File: src/rtl/boot_pkg.sv
// Shared types and constants for the UART serial boot loader.
// Optional feature macro: BOOT_ECHO_EN (command echo and ACK/NAK responses).
package boot_pkg;

  localparam logic [7:0] SYNC_LOAD_DEF = 8'hA5;
  localparam logic [7:0] SYNC_RUN_DEF  = 8'h5A;
  localparam int         TX_GAP_DEF    = 2;

  localparam logic [7:0] ACK = 8'h06;
  localparam logic [7:0] NAK = 8'h15;

  localparam logic [7:0] UART_STAT = 8'd0;
  localparam logic [7:0] UART_DATA = 8'd1;

  // Main frame parser states
  typedef enum logic [3:0] {
    ST_SYNC, ST_ECHO, ST_ADDR_H, ST_ADDR_L, ST_LEN,
    ST_DATA, ST_CSUM, ST_RESP, ST_RUN
  } boot_state_e;

  // UART bus sequencer states; *_W states are the cycle u_DO is valid
  typedef enum logic [3:0] {
    P_IDLE, P_STAT, P_STAT_W, P_DATA, P_DATA_W, P_CLR, P_CLR_W,
    P_TPOLL, P_TPOLL_W, P_TWR, P_GAP, P_TDONE, P_TDONE_W
  } port_state_e;

endpackage

File: src/rtl/boot_uart_port.sv
// Byte-fetch / byte-send bus sequencer toward the UART register file.
// get_ack pulses in the cycle the data byte is on u_DO, so the caller can
// register a RAM write straight from o_rx_byte.
module boot_uart_port
  import boot_pkg::*;
#(
  parameter int TX_GAP = TX_GAP_DEF
) (
  input  logic       clk,
  input  logic       reset,
  input  logic       i_get_req,
  output logic       o_get_ack,
  output logic [7:0] o_rx_byte,
  input  logic       i_put_req,
  input  logic [7:0] i_tx_byte,
  output logic       o_put_ack,
  output logic [7:0] o_AB,
  output logic [7:0] o_DI,
  output logic       o_CS,
  output logic       o_WE,
  input  logic [7:0] i_DO
);

  localparam logic [7:0] GAP_LAST = 8'((TX_GAP > 0) ? TX_GAP - 1 : 0);

  port_state_e r_state, w_next;
  logic [7:0]  r_gap;

  // State register
  always_ff @(posedge clk) begin
    if (reset) r_state <= P_IDLE;
    else       r_state <= w_next;
  end

  // Idle-cycle counter after a transmit strobe
  always_ff @(posedge clk) begin
    if (reset)                r_gap <= 8'd0;
    else if (r_state == P_TWR) r_gap <= 8'd0;
    else if (r_state == P_GAP) r_gap <= r_gap + 8'd1;
  end

  // Next state: every strobe state is followed by a sample state
  always_comb begin
    w_next = r_state;
    case (r_state)
      P_IDLE:    if (i_get_req)      w_next = P_STAT;
                 else if (i_put_req) w_next = P_TPOLL;
      P_STAT:    w_next = P_STAT_W;
      P_STAT_W:  w_next = i_DO[0] ? P_DATA : P_STAT;
      P_DATA:    w_next = P_DATA_W;
      P_DATA_W:  w_next = P_CLR;
      P_CLR:     w_next = P_CLR_W;
      // chain straight into the next request to hold 6 cycles per byte
      P_CLR_W:   if (i_get_req)      w_next = P_STAT;
                 else if (i_put_req) w_next = P_TPOLL;
                 else                w_next = P_IDLE;
      P_TPOLL:   w_next = P_TPOLL_W;
      P_TPOLL_W: w_next = i_DO[1] ? P_TPOLL : P_TWR;
      P_TWR:     w_next = (TX_GAP == 0) ? P_TDONE : P_GAP;
      P_GAP:     w_next = (r_gap == GAP_LAST) ? P_TDONE : P_GAP;
      P_TDONE:   w_next = P_TDONE_W;
      P_TDONE_W: w_next = i_DO[1] ? P_TDONE : P_IDLE;
      default:   w_next = P_IDLE;
    endcase
  end

  // Bus strobes and handshake outputs decoded from state
  always_comb begin
    o_CS      = r_state inside {P_STAT, P_DATA, P_CLR, P_TPOLL, P_TWR, P_TDONE};
    o_AB      = (r_state inside {P_DATA, P_TWR}) ? UART_DATA : UART_STAT;
    o_WE      = (r_state == P_TWR);
    o_DI      = (r_state == P_TWR) ? i_tx_byte : 8'd0;
    o_get_ack = (r_state == P_DATA_W);
    o_rx_byte = i_DO;
    o_put_ack = (r_state == P_TDONE_W) && !i_DO[1];
  end

endmodule

File: src/rtl/uart_boot_loader.sv
// Serial boot loader: parses load frames from the UART into RAM and holds
// the CPU in reset until the run command. Optional macro BOOT_ECHO_EN adds
// command echo and ACK/NAK responses; without it the loader never writes.
module uart_boot_loader
  import boot_pkg::*;
#(
  parameter logic [7:0] SYNC_LOAD = SYNC_LOAD_DEF,
  parameter logic [7:0] SYNC_RUN  = SYNC_RUN_DEF,
  parameter int         TX_GAP    = TX_GAP_DEF
) (
  input  logic        clk,
  input  logic        reset,
  output logic [7:0]  u_AB,
  output logic [7:0]  u_DI,
  input  logic [7:0]  u_DO,
  output logic        u_CS,
  output logic        u_WE,
  output logic [15:0] m_addr,
  output logic [7:0]  m_data,
  output logic        m_we,
  output logic        cpu_reset,
  output logic        boot_done,
  output logic [7:0]  err_count
);

  boot_state_e r_state, w_next;
  logic        w_get_req, w_get_ack, w_put_req, w_put_ack;
  logic [7:0]  w_rx, w_tx;
  logic [7:0]  w_AB, w_DI;
  logic        w_CS, w_WE;
  logic [7:0]  r_cmd, r_sum, r_resp, r_err, r_m_data;
  logic [15:0] r_addr, r_m_addr;
  logic [8:0]  r_rem;
  logic        r_m_we;

  boot_uart_port #(.TX_GAP(TX_GAP)) u_port (
    .clk      (clk),
    .reset    (reset),
    .i_get_req(w_get_req),
    .o_get_ack(w_get_ack),
    .o_rx_byte(w_rx),
    .i_put_req(w_put_req),
    .i_tx_byte(w_tx),
    .o_put_ack(w_put_ack),
    .o_AB     (w_AB),
    .o_DI     (w_DI),
    .o_CS     (w_CS),
    .o_WE     (w_WE),
    .i_DO     (u_DO)
  );

  function automatic boot_state_e dispatch(input logic [7:0] b);
    if (b == SYNC_LOAD)     return ST_ADDR_H;
    else if (b == SYNC_RUN) return ST_RUN;
    else                    return ST_SYNC;
  endfunction

  // State register
  always_ff @(posedge clk) begin
    if (reset) r_state <= ST_SYNC;
    else       r_state <= w_next;
  end

  // Next state: advance one field per fetched byte
  always_comb begin
    w_next = r_state;
    case (r_state)
`ifdef BOOT_ECHO_EN
      ST_SYNC:   if (w_get_ack) w_next = ST_ECHO;
`else
      ST_SYNC:   if (w_get_ack) w_next = dispatch(w_rx);
`endif
      ST_ECHO:   if (w_put_ack) w_next = dispatch(r_cmd);
      ST_ADDR_H: if (w_get_ack) w_next = ST_ADDR_L;
      ST_ADDR_L: if (w_get_ack) w_next = ST_LEN;
      ST_LEN:    if (w_get_ack) w_next = ST_DATA;
      ST_DATA:   if (w_get_ack && r_rem == 9'd1) w_next = ST_CSUM;
      ST_CSUM:   if (w_get_ack) w_next = ST_RESP;
`ifdef BOOT_ECHO_EN
      ST_RESP:   if (w_put_ack) w_next = ST_SYNC;
`else
      ST_RESP:   w_next = ST_SYNC;
`endif
      ST_RUN:    w_next = ST_RUN;
      default:   w_next = ST_SYNC;
    endcase
  end

  // Outputs: requests to the sequencer, CPU control, bus parking in RUN
  always_comb begin
    w_get_req = r_state inside {ST_SYNC, ST_ADDR_H, ST_ADDR_L, ST_LEN, ST_DATA, ST_CSUM};
`ifdef BOOT_ECHO_EN
    w_put_req = r_state inside {ST_ECHO, ST_RESP};
`else
    w_put_req = 1'b0;
`endif
    w_tx      = (r_state == ST_ECHO) ? r_cmd : r_resp;
    cpu_reset = (r_state != ST_RUN);
    boot_done = (r_state == ST_RUN);
    err_count = r_err;
    if (r_state == ST_RUN) begin
      u_AB = 8'd0;  u_DI = 8'd0;  u_CS = 1'b0;  u_WE = 1'b0;
      m_addr = 16'd0; m_data = 8'd0; m_we = 1'b0;
    end else begin
      u_AB = w_AB;  u_DI = w_DI;  u_CS = w_CS;  u_WE = w_WE;
      m_addr = r_m_addr; m_data = r_m_data; m_we = r_m_we;
    end
  end

  // Frame datapath: address, remaining count, running sum, RAM write port
  always_ff @(posedge clk) begin
    if (reset) begin
      r_cmd <= 8'd0;  r_sum <= 8'd0;  r_resp <= 8'd0;  r_err <= 8'd0;
      r_addr <= 16'd0; r_rem <= 9'd0;
      r_m_addr <= 16'd0; r_m_data <= 8'd0; r_m_we <= 1'b0;
    end else begin
      r_m_we <= 1'b0;
      if (w_get_ack) begin
        case (r_state)
          ST_SYNC:   r_cmd <= w_rx;
          ST_ADDR_H: begin r_addr[15:8] <= w_rx; r_sum <= w_rx; end
          ST_ADDR_L: begin r_addr[7:0] <= w_rx;  r_sum <= r_sum + w_rx; end
          ST_LEN: begin
            r_rem <= (w_rx == 8'd0) ? 9'd256 : {1'b0, w_rx};
            r_sum <= r_sum + w_rx;
          end
          ST_DATA: begin
            r_m_addr <= r_addr;
            r_m_data <= w_rx;
            r_m_we   <= 1'b1;
            r_addr   <= r_addr + 16'd1;
            r_rem    <= r_rem - 9'd1;
            r_sum    <= r_sum + w_rx;
          end
          ST_CSUM: begin
            if (w_rx == r_sum) r_resp <= ACK;
            else begin
              r_resp <= NAK;
              if (r_err != 8'hFF) r_err <= r_err + 8'd1;
            end
          end
          default: ;
        endcase
      end
    end
  end

endmodule

File: config.mk
export PLATFORM = sky130hd
export DESIGN_NAME = uart_boot_loader
export DESIGN_NICKNAME = d
export VERILOG_FILES = /design/src/rtl/boot_pkg.sv /design/src/rtl/boot_uart_port.sv /design/src/rtl/uart_boot_loader.sv
export SDC_FILE = /design/constraint.sdc
export NUM_CORES = 1
export LEC_CHECK = 0
export BUFFER_PORTS_ARGS = -buffer_cell sky130_fd_sc_hd__buf_2
export CAP_MARGIN = 20
export CORE_MARGIN = 10
export CORE_UTILIZATION = 42
export CTS_BUF_LIST = sky130_fd_sc_hd__clkbuf_4 sky130_fd_sc_hd__clkbuf_8
export DETAILED_ROUTE_END_ITERATION = 8
export GPL_ROUTABILITY_DRIVEN = 0
export PLACE_DENSITY = 0.63
export SLEW_MARGIN = 20
export SYNTH_ARGS = -nofsm -noshare
export SYNTH_HDL_FRONTEND = slang
export SYNTH_SLANG_ARGS = --single-unit
File: constraint.sdc
create_clock -name clk -period 2.5 [get_ports clk]
set_input_delay 0.125 -clock clk [delete_from_list [all_inputs] [get_ports clk]]
set_output_delay 0.125 -clock clk [all_outputs]
set_load 0.05 [all_outputs]
* Yosys cells after proc, flatten, opt, wreduce, memory -nomap -nowiden
Cells that the tools add are included.
** Word-level totals
- Output and inout bits :: 53
- Latch bits :: 0
- RAM bits :: 0
- Register bits :: 98
- Memories :: 0
- Memory bits (read-only) :: 0
** Operators by class
- $add $sub $neg :: 5
- Shift-type cells :: 0
- Multiplexer cells :: 36
- Div/mod/pow operators :: 0
- Reduce and logical (&&, ||, !) cells :: 25
- Bitwise gates (word level) :: 2
- Multiply operators :: 0
- Order comparisons :: 0
- Eq/ne operators :: 36
** Operator list (count)
- 2-to-1 mux 4 bit :: 14
- one-hot mux 4 bit (13 select lines) :: 1
- one-hot mux 8 bit (2 select lines) :: 3
- 2-to-1 mux 8 bit :: 5
- one-hot mux 4 bit (8 select lines) :: 1
- == test 4 x 3 -> 1 bit (second input constant) :: 7
- == test 4 bit (second input constant) :: 6
- one-hot mux 9 bit (2 select lines) :: 1
- adder 16 x 1 -> 16 bit (second input constant) :: 1
- adder 8 x 1 -> 8 bit (second input constant) :: 2
- == test 4 x 2 -> 1 bit (second input constant) :: 4
- == test 8 x 7 -> 1 bit (second input constant) :: 2
- == test 8 bit (second input constant) :: 2
- 2-to-1 mux 16 bit :: 1
- AND reduction 2 bit :: 7
- != test 2 bit (second input constant) :: 6
- nonzero test 6 bit :: 2
- nonzero test 2 bit :: 5
- == test 9 x 1 -> 1 bit (second input constant) :: 1
- 2-to-1 mux 9 bit :: 1
- subtractor 9 x 1 -> 9 bit (second input constant) :: 1
- adder 8 bit :: 1
- == test 4 x 1 -> 1 bit (second input constant) :: 2
- == test 8 x 1 -> 1 bit (second input constant) :: 1
- 16 further kinds :: 27

* Depth between registers and ports, before layout
- Depth in word-level cells :: 5
- Depth in mapped cells :: 9

* By module
Synthesis repeated with hierarchy kept, for this count alone.
** Second synthesis, totals
- Cell total of the unflattened synthesis :: 738
- Area, all modules :: 5769.3 µm²
** By module, submodules not included
- uart_boot_loader :: cells each 626, instances 1, area each 4852.2 µm²
- boot_uart_port :: cells each 112, instances 1, area each 917.1 µm²

* Worst setup path after synthesis
OpenSTA, ideal clock, no wires.
- Kind :: register to output
- Start :: reg r_state[1]
- End :: out u_AB[0]
- Cell stages (with the launch flop) :: 6
- Path slack :: 30 ps
- Data required time :: 2375 ps
- Data arrival time :: 2345 ps
- Cell sequence :: dfxtp_1 > clkbuf_1 > nor3_1 > nand2_1 > inv_1 > nor3_1
** Between the ends
- Word-level cells in the longest chain between the ends :: 2
** Ends and longest elaborated chain
- start: declaration :: line uart_boot_loader.sv:26 : boot_state_e r_state, w_next;
- start signal: assignment :: line uart_boot_loader.sv:61 : else r_state <= w_next;
- == test 4 bit
- via boot_done :: line uart_boot_loader.sv:22 : output logic boot_done,
- 2-to-1 mux 8 bit :: line uart_boot_loader.sv:101 : if (r_state == ST_RUN) begin
- end: declaration :: line uart_boot_loader.sv:13 : output logic [7:0] u_AB,
The timed path passes the listed nets, and every way through them passes these cells.

* Worst setup path in the final report
- Start :: reg u_port.r_state[3]
- End :: reg r_err[3] (netlist: err_count[3])
** Between the ends
- Word-level cells in the longest chain between the ends :: 2
** Ends and longest elaborated chain
- start: declaration :: line boot_uart_port.sv:26 : port_state_e r_state, w_next;
- start signal: assignment :: line boot_uart_port.sv:32 : else r_state <= w_next;
- == test 4 x 3 -> 1 bit :: line boot_uart_port.sv:73 : o_get_ack = (r_state == P_DATA_W);
- AND reduction 4 bit (no source line)
- end signal: assignment :: line uart_boot_loader.sv:139 : if (r_err != 8'hFF) r_err <= r_err + 8'd1;
- end: declaration :: line uart_boot_loader.sv:31 : logic [7:0] r_cmd, r_sum, r_resp, r_err, r_m_data;
No other way between the ends.
A chain may end at the register's enable or synchronous reset.

==> results_dict.tcl <==
set metrics [dict create \
    outcome "completed" \
    end_kind "flip-flop" \
    area_delta_synth_final_pct 12.6 \
    grt_pass1_wl_microns 21400 \
    cts_max_path_buffers 2 \
    io_pins 63 \
    p_leak_nw 2.23 \
    final.setup.worst_slack_ps 203 \
    ant_nets 0 \
    dieArea_sq_um 17000 \
    cpMaxStageDelayCell "or4_4" \
    max_stage_delay_ps 550 \
    synthCells 670 \
    vias 4794 \
    p_clk_frac 0.381 \
    required_ps 2750 \
    synth_top_area_frac 0.365 \
    core-area_sq_um 12000 \
    switchingPower_mw 0.704 \
    vias_per_cell 5.51 \
    port_buffers 55 \
    final_core_util 0.481 \
    path_class "reg -> reg" \
    cts_htree_levels 3 \
    numClockSinks 93 \
    yosysWarningCount 0 \
    wl_per_cell_microns 14.7 \
    postCtsResizedCells 0 \
    synth_top_flop_cell "dfxtp_1" \
    track_usage 0.154 \
    ir_drop_v 0.000313 \
    power_frac_seq 0.546 \
    power.density_nw_per_um2 477 \
    drt_first_iter_violations 339 \
    yosysSeqAreaShare 0.365 \
    finalNetCount 742 \
    place_hpwl_microns 9080 \
    hp-class "in -> reg" \
    grt-ovfl-total 0 \
    finalCritPeriodShare 0.919 \
    diodes 0 \
    drc 0 \
    fin_skew_ps 10.5 \
    cts.clk_slew.worst_paths_ps 90 \
    ctsHoldBuffers 0 \
    cts_root_buf "clkbuf_8" \
    final_hold_viol_count 0 \
    rows 40 \
    arrival_ps 2540 \
    ys_top_cells_by_area "dfxtp_1, nand2_1, nor2_1, a21oi_1, and2_1" \
    internal_power_mw 2.04 \
    drv_cap 0 \
    antenna_found_initial 0 \
    drive_above_1_share 0.140 \
    finalSetupTns_ps 0 \
    clock_latency_ps 380 \
    first_global_vias 4418 \
    worst_pin_slew_ps 904 \
    syn_area_sq_um 5110 \
    synth_edf_count 0 \
    start_util 0.427 \
    setup_violations 0 \
    slew_violations 0 \
    final.min_clock_period_ps 2300 \
    cts_buffers 9 \
    rsz0062_at_grt "no" \
    synthArstFlopShare 0 \
    syn_area_per_cell_sq_um 7.62 \
    die_w_microns 130 \
    startpoint_type "flip-flop" \
    wl_microns 12800 \
    swShare 0.257 \
    synthMostInstantiatedCell "nand2_1" \
    combPwrFrac 0.073 \
    fillers 1195 \
    synth_cell_types 59 \
    cts_tree "built" \
    cp_cell_sequence "or4b_1 > or4_4 > nor3_4 > and3_1 > xnor2_1 > nor2_1" \
    worstPathMaxFanout 7 \
    cts_setup_buffers 0 \
    first_pass_iters 5 \
    post-place-ws_ps 212 \
    yosys.area.top_type "dfxtp_1" \
    timing.fmax_mhz 435 \
    maxSlewHeadroom 0.397 \
    die_h_microns 130 \
    synth_common_cells "nand2_1, dfxtp_1, nor2_1, a21oi_1, clkbuf_1" \
    grt_max_degree 48 \
    ys_ff_latch 93 \
]
[metrics by stage]
step | area, sq um | hold WS [ps] | power, mW | instances
3_5_place_dp | 5550 | 444 | 1.73 | 854
4_1_cts | 5750 | 82.3 | 2.77 | 870
3_3_place_gp | 5550 | 439 | 1.73 | 854
6_report | 5750 | 102 | 2.74 | 870
5_1_grt | 5750 | 97.9 | 2.86 | 870
2_1_floorplan | 5130 | 261 | 1.68 | 676
[path summary, 6_finish.rpt]
kind / slack, ps / from / depth (start not counted) / endpoint
setup / recovery: 200 / u_port.r_state[3]$_SDFFE_PP0P_ / 6 / err_count[3]$_SDFFE_PP0P_
hold / removal: 100 / u_DO[5] / 3 / r_m_data[5]$_SDFFE_PP0P_
setup reg to reg: 200 / u_port.r_state[3]$_SDFFE_PP0P_ / 6 / err_count[3]$_SDFFE_PP0P_
hold reg to reg: 450 / r_m_addr[8]$_SDFFE_PP0P_ / 2 / r_m_addr[8]$_SDFFE_PP0P_
[critical path, delay by kind of cell (launching register included)]
| kind | cells | cell delay (ps) |
|---|---|---|
| xor gates and xnor gates | 1 | 120 |
| and+or+nand+nor | 5 | 1730 |
| DFF | 1 | 320 |
[placed cells by master (no fill, tap or decap), types with 11 or more instances in the layout]
cell type / Yosys / layout
a22oi_1: 11 / 11
o21ai_0: 26 / 26
nand3_1: 15 / 15
inv_1: 17 / 17
and2_1: 26 / 26
nor2_1: 81 / 81
buf_4: 7 / 23
a21oi_1: 59 / 59
buf_2: 1 / 55
and3_1: 15 / 15
nand2_1: 98 / 98
ha_1: 13 / 13
mux2i_1: 14 / 14
nor3_1: 21 / 21
dfxtp_1: 93 / 93
[metal layers]
layer / track usage / share of wire
met1: 0.200 / 0.46
met5: 0 / 0
met4: 0.0496 / 0.013
met2: 0.249 / 0.45
met3: 0.0345 / 0.070
[sequential cells by signal (all words and copies together) (netlist names)]
register,count
u_port.r_gap,8
r_m_addr,16
r_sum,8
u_port.r_state,4
r_state,4
r_addr,16
err_count,8
r_resp,3
r_cmd,8
r_m_we,1
r_rem,9
r_m_data,8
[cell type report]
| type | count | area (sq um) | area share |
|---|---|---|---|
| multi-input cells | 519 | 2990 | 0.521 |
| repair buffers | 78 | 448 | 0.0779 |
| clock inverters | 5 | 60.1 | 0.0104 |
| flip-flops and latches | 93 | 1860 | 0.324 |
| clock buffers | 11 | 139 | 0.0242 |
| inverters | 17 | 63.8 | 0.0111 |
| well taps | 147 | 184 | 0.0320 |
[power by group through the flow]
stage          Clock, mW  Combinational [mW]  Sequential (mW)
6_report            1.04               0.201             1.50
5_1_grt             1.14               0.220             1.50
4_1_cts             1.07               0.201             1.50
3_5_place_dp           0               0.200             1.53
3_3_place_gp           0               0.197             1.53
2_1_floorplan          0               0.152             1.53
[logic make-up (layout without fill, tap and decap cells)]
kind of cell               Yosys count  count (layout)  synth area share
buffers and inverters               64             111            0.0539
AOI/OAI and AO/OA                  150             150             0.184
adders and majority gates           14              14            0.0358
xor gates and xnor gates            19              19            0.0326
muxes                               14              14            0.0274
other                                1               7          0.000734
and+or+nand+nor                    315             315             0.301
DFF                                 93              93             0.365
Power figures use the tool's default switching activity.
